**src/rtl/music_pkg.sv**
```systemverilog
// music_pkg: shared states and ROM word field layout for the music sequencer
package music_pkg;
  typedef enum logic [2:0] {IDLE, FETCH, LATCH, PLAY, GAP, NEXT} state_t;
  localparam int DUR_MSB = 15;
  localparam int DUR_LSB = 8;
  localparam int NOTE_MSB = 7;
  localparam int NOTE_LSB = 0;
  localparam logic [7:0] END_MARKER = 8'd0;
  localparam logic [7:0] REST_CODE = 8'd0;
endpackage

```
**src/rtl/music_sequencer_if.sv**
```systemverilog
// music_sequencer_if: control, ROM and tone-generator signals of the sequencer
interface music_sequencer_if #(parameter int ADDR_W = 7, parameter int DATA_W = 16);
  logic start;
  logic stop;
  logic loop_en;
  logic [ADDR_W-1:0] rom_addr;
  logic rom_rd_en;
  logic [DATA_W-1:0] rom_data;
  logic [7:0] note_code;
  logic note_on;
  logic busy;
  logic done;
  modport master(input start, stop, loop_en, rom_data,
                 output rom_addr, rom_rd_en, note_code, note_on, busy, done);
  modport slave(output start, stop, loop_en, rom_data,
                input rom_addr, rom_rd_en, note_code, note_on, busy, done);
endinterface

```
**src/rtl/music_sequencer_beat_timer.sv**
```systemverilog
// beat_timer: loadable down-counter with terminal-count flag for note and gap timing
module beat_timer #(parameter int W = 10) (
  input  logic clk,
  input  logic rst,
  input  logic load,
  input  logic [W-1:0] load_val,
  output logic tc
);
  logic [W-1:0] cnt;
  // load takes priority; otherwise count down and park at zero
  always_ff @(posedge clk) begin
    if (rst) cnt <= '0;
    else if (load) cnt <= load_val;
    else if (cnt != '0) cnt <= cnt - W'(1);
  end
  assign tc = cnt == '0;
endmodule

```
**src/rtl/music_sequencer.sv**
```systemverilog
// music_sequencer: steps the song ROM and plays each note for its encoded beat count
module music_sequencer
  import music_pkg::*;
#(
  parameter int ADDR_W = 7,
  parameter int DATA_W = 16,
  parameter int TICK_CYCLES = 6_750_000,
  parameter int GAP_CYCLES = 270_000
) (
  input logic sys_clk,
  input logic sys_rst,
  music_sequencer_if.master bus
);
  localparam int PW = 8 + $clog2(TICK_CYCLES);
  localparam int GW = $clog2(GAP_CYCLES + 1);
  localparam int CW = PW > GW ? PW : GW;
  state_t state, state_n;
  logic [ADDR_W-1:0] addr_n;
  logic [7:0] code_n, dur, note;
  logic on_n, done_n, ld, tc, eos;
  logic [CW-1:0] ld_val;
  assign dur = bus.rom_data[DUR_MSB:DUR_LSB];
  assign note = bus.rom_data[NOTE_MSB:NOTE_LSB];
  assign eos = (state == LATCH && dur == END_MARKER) || (state == NEXT && &bus.rom_addr);
  assign bus.rom_rd_en = state == FETCH;
  assign bus.busy = state != IDLE;
  beat_timer #(.W(CW)) u_timer (
    .clk(sys_clk),
    .rst(sys_rst),
    .load(ld),
    .load_val(ld_val),
    .tc(tc)
  );
  // state and output registers
  always_ff @(posedge sys_clk) begin
    if (sys_rst) begin
      state <= IDLE;
      bus.rom_addr <= '0;
      bus.note_code <= REST_CODE;
      bus.note_on <= 1'b0;
      bus.done <= 1'b0;
    end else begin
      state <= state_n;
      bus.rom_addr <= addr_n;
      bus.note_code <= code_n;
      bus.note_on <= on_n;
      bus.done <= done_n;
    end
  end
  // next state, timer loads and end-of-song / stop handling
  always_comb begin
    state_n = state;
    addr_n = bus.rom_addr;
    code_n = bus.note_code;
    on_n = bus.note_on;
    done_n = 1'b0;
    ld = 1'b0;
    ld_val = '0;
    case (state)
      IDLE: if (bus.start && !bus.stop) begin
        state_n = FETCH;
        addr_n = '0;
      end
      FETCH: state_n = LATCH;
      LATCH: if (!eos) begin
        code_n = note;
        on_n = note != REST_CODE;
        ld = 1'b1;
        ld_val = CW'(dur) * CW'(TICK_CYCLES) - CW'(1);
        state_n = PLAY;
      end
      PLAY: if (tc) begin
        code_n = REST_CODE;
        on_n = 1'b0;
        if (GAP_CYCLES == 0) state_n = NEXT;
        else begin
          ld = 1'b1;
          ld_val = CW'(GAP_CYCLES - 1);
          state_n = GAP;
        end
      end
      GAP: if (tc) state_n = NEXT;
      NEXT: if (!eos) begin
        addr_n = bus.rom_addr + ADDR_W'(1);
        state_n = FETCH;
      end
      default: state_n = IDLE;
    endcase
    if (eos && bus.loop_en && bus.rom_addr != '0) begin
      addr_n = '0;
      state_n = FETCH;
    end else if (eos) begin
      done_n = 1'b1;
      state_n = IDLE;
    end
    if (bus.stop && state != IDLE) begin
      state_n = IDLE;
      code_n = REST_CODE;
      on_n = 1'b0;
      done_n = 1'b0;
      ld = 1'b0;
    end
  end
endmodule

```
**src/flat_wrapper.sv**
```systemverilog
// flat-port wrapper written by rule: the top's interface ports become plain ports
module music_sequencer_flat import music_pkg::*;
#(
  parameter int ADDR_W = 7,
  parameter int DATA_W = 16,
  parameter int TICK_CYCLES = 6_750_000,
  parameter int GAP_CYCLES = 270_000
)
  (sys_clk, sys_rst, bus_start, bus_stop, bus_loop_en, bus_rom_data, bus_rom_addr, bus_rom_rd_en, bus_note_code, bus_note_on, bus_busy, bus_done);
  music_sequencer_if #(.ADDR_W(ADDR_W), .DATA_W(DATA_W)) bus_i ();
  input logic sys_clk;
  input logic sys_rst;
  input wire logic [$bits(bus_i.start)-1:0] bus_start;
  input wire logic [$bits(bus_i.stop)-1:0] bus_stop;
  input wire logic [$bits(bus_i.loop_en)-1:0] bus_loop_en;
  input wire logic [$bits(bus_i.rom_data)-1:0] bus_rom_data;
  output wire logic [$bits(bus_i.rom_addr)-1:0] bus_rom_addr;
  output wire logic [$bits(bus_i.rom_rd_en)-1:0] bus_rom_rd_en;
  output wire logic [$bits(bus_i.note_code)-1:0] bus_note_code;
  output wire logic [$bits(bus_i.note_on)-1:0] bus_note_on;
  output wire logic [$bits(bus_i.busy)-1:0] bus_busy;
  output wire logic [$bits(bus_i.done)-1:0] bus_done;
  assign bus_i.start = bus_start;
  assign bus_i.stop = bus_stop;
  assign bus_i.loop_en = bus_loop_en;
  assign bus_i.rom_data = bus_rom_data;
  assign bus_rom_addr = bus_i.rom_addr;
  assign bus_rom_rd_en = bus_i.rom_rd_en;
  assign bus_note_code = bus_i.note_code;
  assign bus_note_on = bus_i.note_on;
  assign bus_busy = bus_i.busy;
  assign bus_done = bus_i.done;
  music_sequencer #(.ADDR_W(ADDR_W), .DATA_W(DATA_W), .TICK_CYCLES(TICK_CYCLES), .GAP_CYCLES(GAP_CYCLES)) u_core (.sys_clk(sys_clk), .sys_rst(sys_rst), .bus(bus_i));
endmodule
```
**config.mk**
```make
export PLATFORM = sky130hd
export DESIGN_NAME = music_sequencer_flat
export DESIGN_NICKNAME = d
export VERILOG_FILES = /design/src/rtl/music_pkg.sv /design/src/rtl/music_sequencer_if.sv /design/src/rtl/music_sequencer_beat_timer.sv /design/src/rtl/music_sequencer.sv /design/src/flat_wrapper.sv
export SDC_FILE = /design/constraint.sdc
export NUM_CORES = 1
export LEC_CHECK = 0
export CORE_MARGIN = 2
export CORE_UTILIZATION = 50
export CTS_BUF_LIST = sky130_fd_sc_hd__clkbuf_4 sky130_fd_sc_hd__clkbuf_8
export CTS_CLUSTER_DIAMETER = 50
export CTS_CLUSTER_SIZE = 12
export DETAILED_ROUTE_END_ITERATION = 10
export MAX_ROUTING_LAYER = met4
export PLACE_DENSITY_LB_ADDON = 0.2
export SLEW_MARGIN = 25
export SYNTH_ARGS = -nofsm -noshare
export SYNTH_HDL_FRONTEND = slang
export SYNTH_SLANG_ARGS = --single-unit
```
**constraint.sdc**
```tcl
create_clock -name sys_clk -period 8.6 [get_ports sys_clk]
set_input_delay 1.72 -clock sys_clk [delete_from_list [all_inputs] [get_ports sys_clk]]
set_output_delay 1.72 -clock sys_clk [all_outputs]
set_load 0.02 [all_outputs]
```
== After elaboration in Yosys (flattened, before gate mapping) ==
Cells that the tools add are included.
W data, S select, Z words.

* Add/subtract/negate cells: 3
* $mul: 1
* Equality and inequality tests: 13
* Multiplexer cells: 25
* Reductions and logical operators: 27

{| class="wikitable"
|+ Operators with widths
! kind !! number
|-
| $mux W31 || 3
|-
| $pmux W31 S2 || 1
|-
| $sub A31 B1 Y31 const B || 2
|-
| $logic_not A31 Y1 || 1
|-
| $reduce_bool A31 Y1 || 1
|-
| $mul A8 B19 Y27 const B || 1
|-
| $mux W19 || 1
|-
| $pmux W3 S6 || 1
|-
| $mux W8 || 2
|-
| $pmux W8 S2 || 1
|-
| $mux W7 || 2
|-
| $pmux W7 S2 || 1
|-
| $ne A4 B1 Y1 const B || 3
|-
| $reduce_and A3 Y1 || 4
|-
| $mux W3 || 3
|-
| $logic_not A8 Y1 || 1
|-
| $mux W1 || 8
|-
| $reduce_bool A8 Y1 || 1
|-
| $add A7 B1 Y7 const B || 1
|-
| $reduce_and A7 Y1 || 1
|-
| $reduce_bool A7 Y1 || 1
|-
| $eq A3 B2 Y1 const B || 2
|-
| $eq A3 B3 Y1 const B || 2
|-
| $logic_and A1 B1 Y1 || 6
|-
| other kinds (12) || 19
|}

* Register bits: 51
* Input port bits: 21
* Word-level logic and storage cells: 76

== Depth between registers and ports, before layout ==
* Depth after elaboration: 7
* Gate-level depth with buffers: 21
* Gate-level depth less buffers: 20

== Hierarchy ==
From an unflattened synthesis, not the netlist that was laid out.

* Cells, all modules: 777
* Area total of the unflattened synthesis: 6,369.9 µm²

{| class="wikitable"
|+ By module, submodules not included
! module !! times used !! cells each !! area an instance (µm²) !! sequential area each (µm²)
|-
| music_sequencer || 1 || 574 || 4,692.0 || 400.4
|-
| beat_timer || 1 || 203 || 1,677.9 || 620.6
|}

== Worst setup path after synthesis ==
OpenSTA, ideal clock, no wires.

* Path type: input-to-reg
* Start: in bus_rom_data[13]
* End: reg u_core.u_timer.cnt[30]
* Setup time: 0.129 ns
* Arrival time: 6.467 ns
* Path slack: 2.004 ns
* Cell stages on the path: 18
* Buffers on the path: 1
* Path through: fa_1 > inv_1 > fa_1 > inv_1 > fa_1 > inv_1 > fa_1 > inv_1 > ha_1 > clkbuf_1 > and4_1 > o221ai_1 > a21o_1 > o311ai_0 > o2111a_1 > nand3_1 > and3b_1 > o31ai_1

* Longest elaborated chain between the ends: 7
* Elaborated cells on any way between the ends: 12
* Classes of those cells: add/sub: 1; mul: 1; mux: 6; reduce/logical: 4

{| class="wikitable"
|+ Ends and longest elaborated chain
! item !! line !! text
|-
| start: declaration || flat_wrapper.sv:16 || <nowiki>input wire logic [$bits(bus_i.rom_data)-1:0] bus_rom_data;</nowiki>
|-
| branches (longest 7 deep; another with $sub A31 B1 Y31) || - ||
|-
| end signal: assignment || music_sequencer_beat_timer.sv:13 || <nowiki>else if (load) cnt <= load_val;</nowiki>
|-
| end signal: assignment || music_sequencer_beat_timer.sv:14 || <nowiki>else if (cnt != '0) cnt <= cnt - W'(1);</nowiki>
|-
| end: declaration || music_sequencer_beat_timer.sv:9 || <nowiki>logic [W-1:0] cnt;</nowiki>
|}

Several ways; the timed one is not identified.
A chain may end at the register's enable or synchronous reset.

== Final worst setup path ==
* Start: in bus_rom_data[13]
* End: reg u_core.u_timer.cnt[29]

The elaborated chain is that of the path after synthesis.

==> results.tsv <==
metric	value	unit
period_needed	7350	ps
synth_area	6380	sq um
grt_pass1_wl	27400	um
hold_ws	477	ps
irDropWorstVdd	0.243	mV
avgSynthCellArea	8.06	sq um
fin_area	6990	sq um
portBuffers	39	
clock_latency	310	ps
slew_viol_final	0	
cts-root-buf	clkbuf_8	
multi_input_area	4840	sq um
clock_sinks	51	
ff_latch_area	1020	sq um
drt_first_pass_iters	8	
cts_buffer_depth	2	
post-dp-hpwl	13500	um
die_h	117	um
cp_max_fo	7	
fill_cells	1201	
die_w	117	um
numCtsBuffers	5	
synthFlopType	dfxtp_1	
track_usage	26.1	%
synth-edff-count	0	
clock_skew	7.02	ps
drt_iter0_drc	459	
vias	5741	
synth_cells	792	
start_util	51.0	%
critPathKind	in2reg	
num_rows	41	
finalHoldViolations	0	
final_layout_size_suffix_gt1_share	3.83	%
core	12500	sq um
finalSetupViolCount	0	
die_area	13700	sq um
cp-end-kind	flip-flop	
p_leak	0.00305	uW
cp_slowest_cell	o311ai_0	
io-pin-count	40	
grt_max_degree	19	
wl_per_cell	16.6	um
cts_max_level	2	
crit_chain	clkdlybuf4s50_1 -> fa_1 -> inv_1 -> fa_1 -> inv_1 -> fa_1 -> inv_1 -> fa_1 -> inv_1 -> ha_1 -> and4_1 -> o221ai_1 -> a21o_1 -> o311ai_0 -> o2111a_1 -> nand4_1 -> xor2_1 -> o22ai_1	
ys_ff_latch	51	
antenna_cells	0	
ant_nets	0	
tns	0	ps
clk_pin_slew	100	ps
timing.final.crit_share	85.5	%
place.gp.congestion	0.929	
hp-class	reg2reg	
drt-vias-per-instance	5.85	
grt_antenna_before_repair	0	
cts_setup_buffers	0	
worstPathRequired	8850	ps
crit_path_start_kind	input pin	
async_flop_share	0	%
cts_resized	0	
grt_overflow_total	0	
rsz0062_at_grt	false	
drc	0	
yosysWarningCount	0	
cts_tree	yes	
cpPeakStageDelay	760	ps
relSlewSlack	38.9	%
path_buf_inv	5	
synth_seq_area_share	16.0	%
worst_slew_pin_slew	905	ps
fin_nets	939	
outcome	finished, final reports clean	
syn_nets	922	
cp_top_family	adder cells	
syn_to_final_growth	9.59	%
finalCoreUtilization	55.9	%
powerDensity	403	nW/um^2
crit_arrival	7600	ps
ctsHoldBuffers	0	
place_area	6870	sq um
routed_wl	16300	um
cap_violations	0	
yosysUniqueCellTypes	74	
grt_pass1_vias	5588	
max_freq	0.136	GHz
==> cells in the final DEF (no fill, tap or decap), types with 11 or more instances in the layout <==
master           netlist  layout
or3_1                 11      11
nand2_1               47      47
nor4_1                11      11
ha_1                  67      67
o21ai_0               22      22
clkdlybuf4s50_1        0      39
nand3_1               21      21
a21oi_1               49      49
nor2_1                66      66
inv_1                105     105
fa_1                  42      42
xnor2_1               29      29
dfxtp_1               51      51
xor2_1                37      37
o22ai_1               12      12
nor3_1                27      27
==> tightest hold or removal path, delay by kind of cell (launching register included) <==
kind	cells	cell delay, ps
DFF	1	320
and+or+nand+nor	1	60
AOI/OAI and AO/OA	1	60
==> final cells by class <==
type	count	area share, %
tap	172	3.08
inverter	105	5.64
sequential	51	14.6
clock inverter	2	0.555
clock buffer	6	1.18
timing repair buffer	41	5.80
multi-input combinational	605	69.2
==> Yosys cell counts, types with 10 or more instances <==
cell	count	share of area [%]
o21ai_0	22	1.7
nor3_1	27	2.1
o22ai_1	12	1.2
o21a_1	10	1.2
clkbuf_1	24	1.4
nor4_1	11	1.1
ha_1	67	13
xor2_1	37	5.1
fa_1	42	13
inv_1	105	6.2
a21o_1	10	1.2
a21oi_1	49	3.8
nor2_1	66	3.9
or3_1	11	1.1
dfxtp_1	51	16
xnor2_1	29	4.0
nand3_1	21	1.6
nand2_1	47	2.8
==> power breakdown <==
group	leakage [uW]	switching (uW)	internal (uW)
Clock	0.0000618	85.0	95.8
Combinational	0.00257	1410	876
Sequential	0.000416	52.0	293
Total	0.00305	1550	1260
==> metrics by stage <==
stage                     cells  setup slack, ps  total power, uW
after CTS                   982             1230             2790
after global placement      974             1100             2560
after global routing        982              831             3090
final                       982             1250             2820
after floorplan             792             2000             2090
after detailed placement    974              908             2600
==> cell families (layout without fill, tap and decap cells) <==
family / after synthesis / after routing / synth area share [%]
simple gates: 261 / 261 / 22.0
compound gates: 166 / 166 / 17.9
buf+inv: 136 / 154 / 8.22
fa+ha+maj: 109 / 109 / 26.3
xor+xnor: 66 / 66 / 9.06
flops: 51 / 51 / 16.0
mux: 3 / 3 / 0.471
==> state kept, by name, indices dropped and copies added (netlist names) <==
signal and flops:
u_core.bus.note_on 1, u_core.state 3, u_core.bus.rom_addr 7, u_core.bus.note_code 8, u_core.bus.done 1, u_core.u_timer.cnt 31
==> metal layers <==
layer | global-route usage, % | routed length (um) | vias to the layer above | part of all wire (%)
met5 | - | 0 | - | 0
met4 | 10.6 | 612 | 0 | 3.8
met3 | 2.42 | 658 | 30 | 4.0
met2 | 44.5 | 7930 | 149 | 49
met1 | 31.9 | 7100 | 2771 | 44
li1 | - | - | 2791 | -
==> worst paths after layout <==
path	from	end	slack, ps	cells after the start
setup / recovery	bus_rom_data[13]	u_core.u_timer.cnt[29]$_SDFFE_PP0P_	1250	18
hold / removal	u_core.bus.note_code[1]$_SDFFE_PP0P_	u_core.bus.note_code[1]$_SDFFE_PP0P_	480	2
setup reg to reg	u_core.u_timer.cnt[13]$_SDFFE_PP0P_	u_core.u_timer.cnt[30]$_SDFFE_PP0P_	5010	9
hold reg to reg	u_core.bus.note_code[1]$_SDFFE_PP0P_	u_core.bus.note_code[1]$_SDFFE_PP0P_	480	2
No activity file was read; power rests on OpenSTA's default activity.
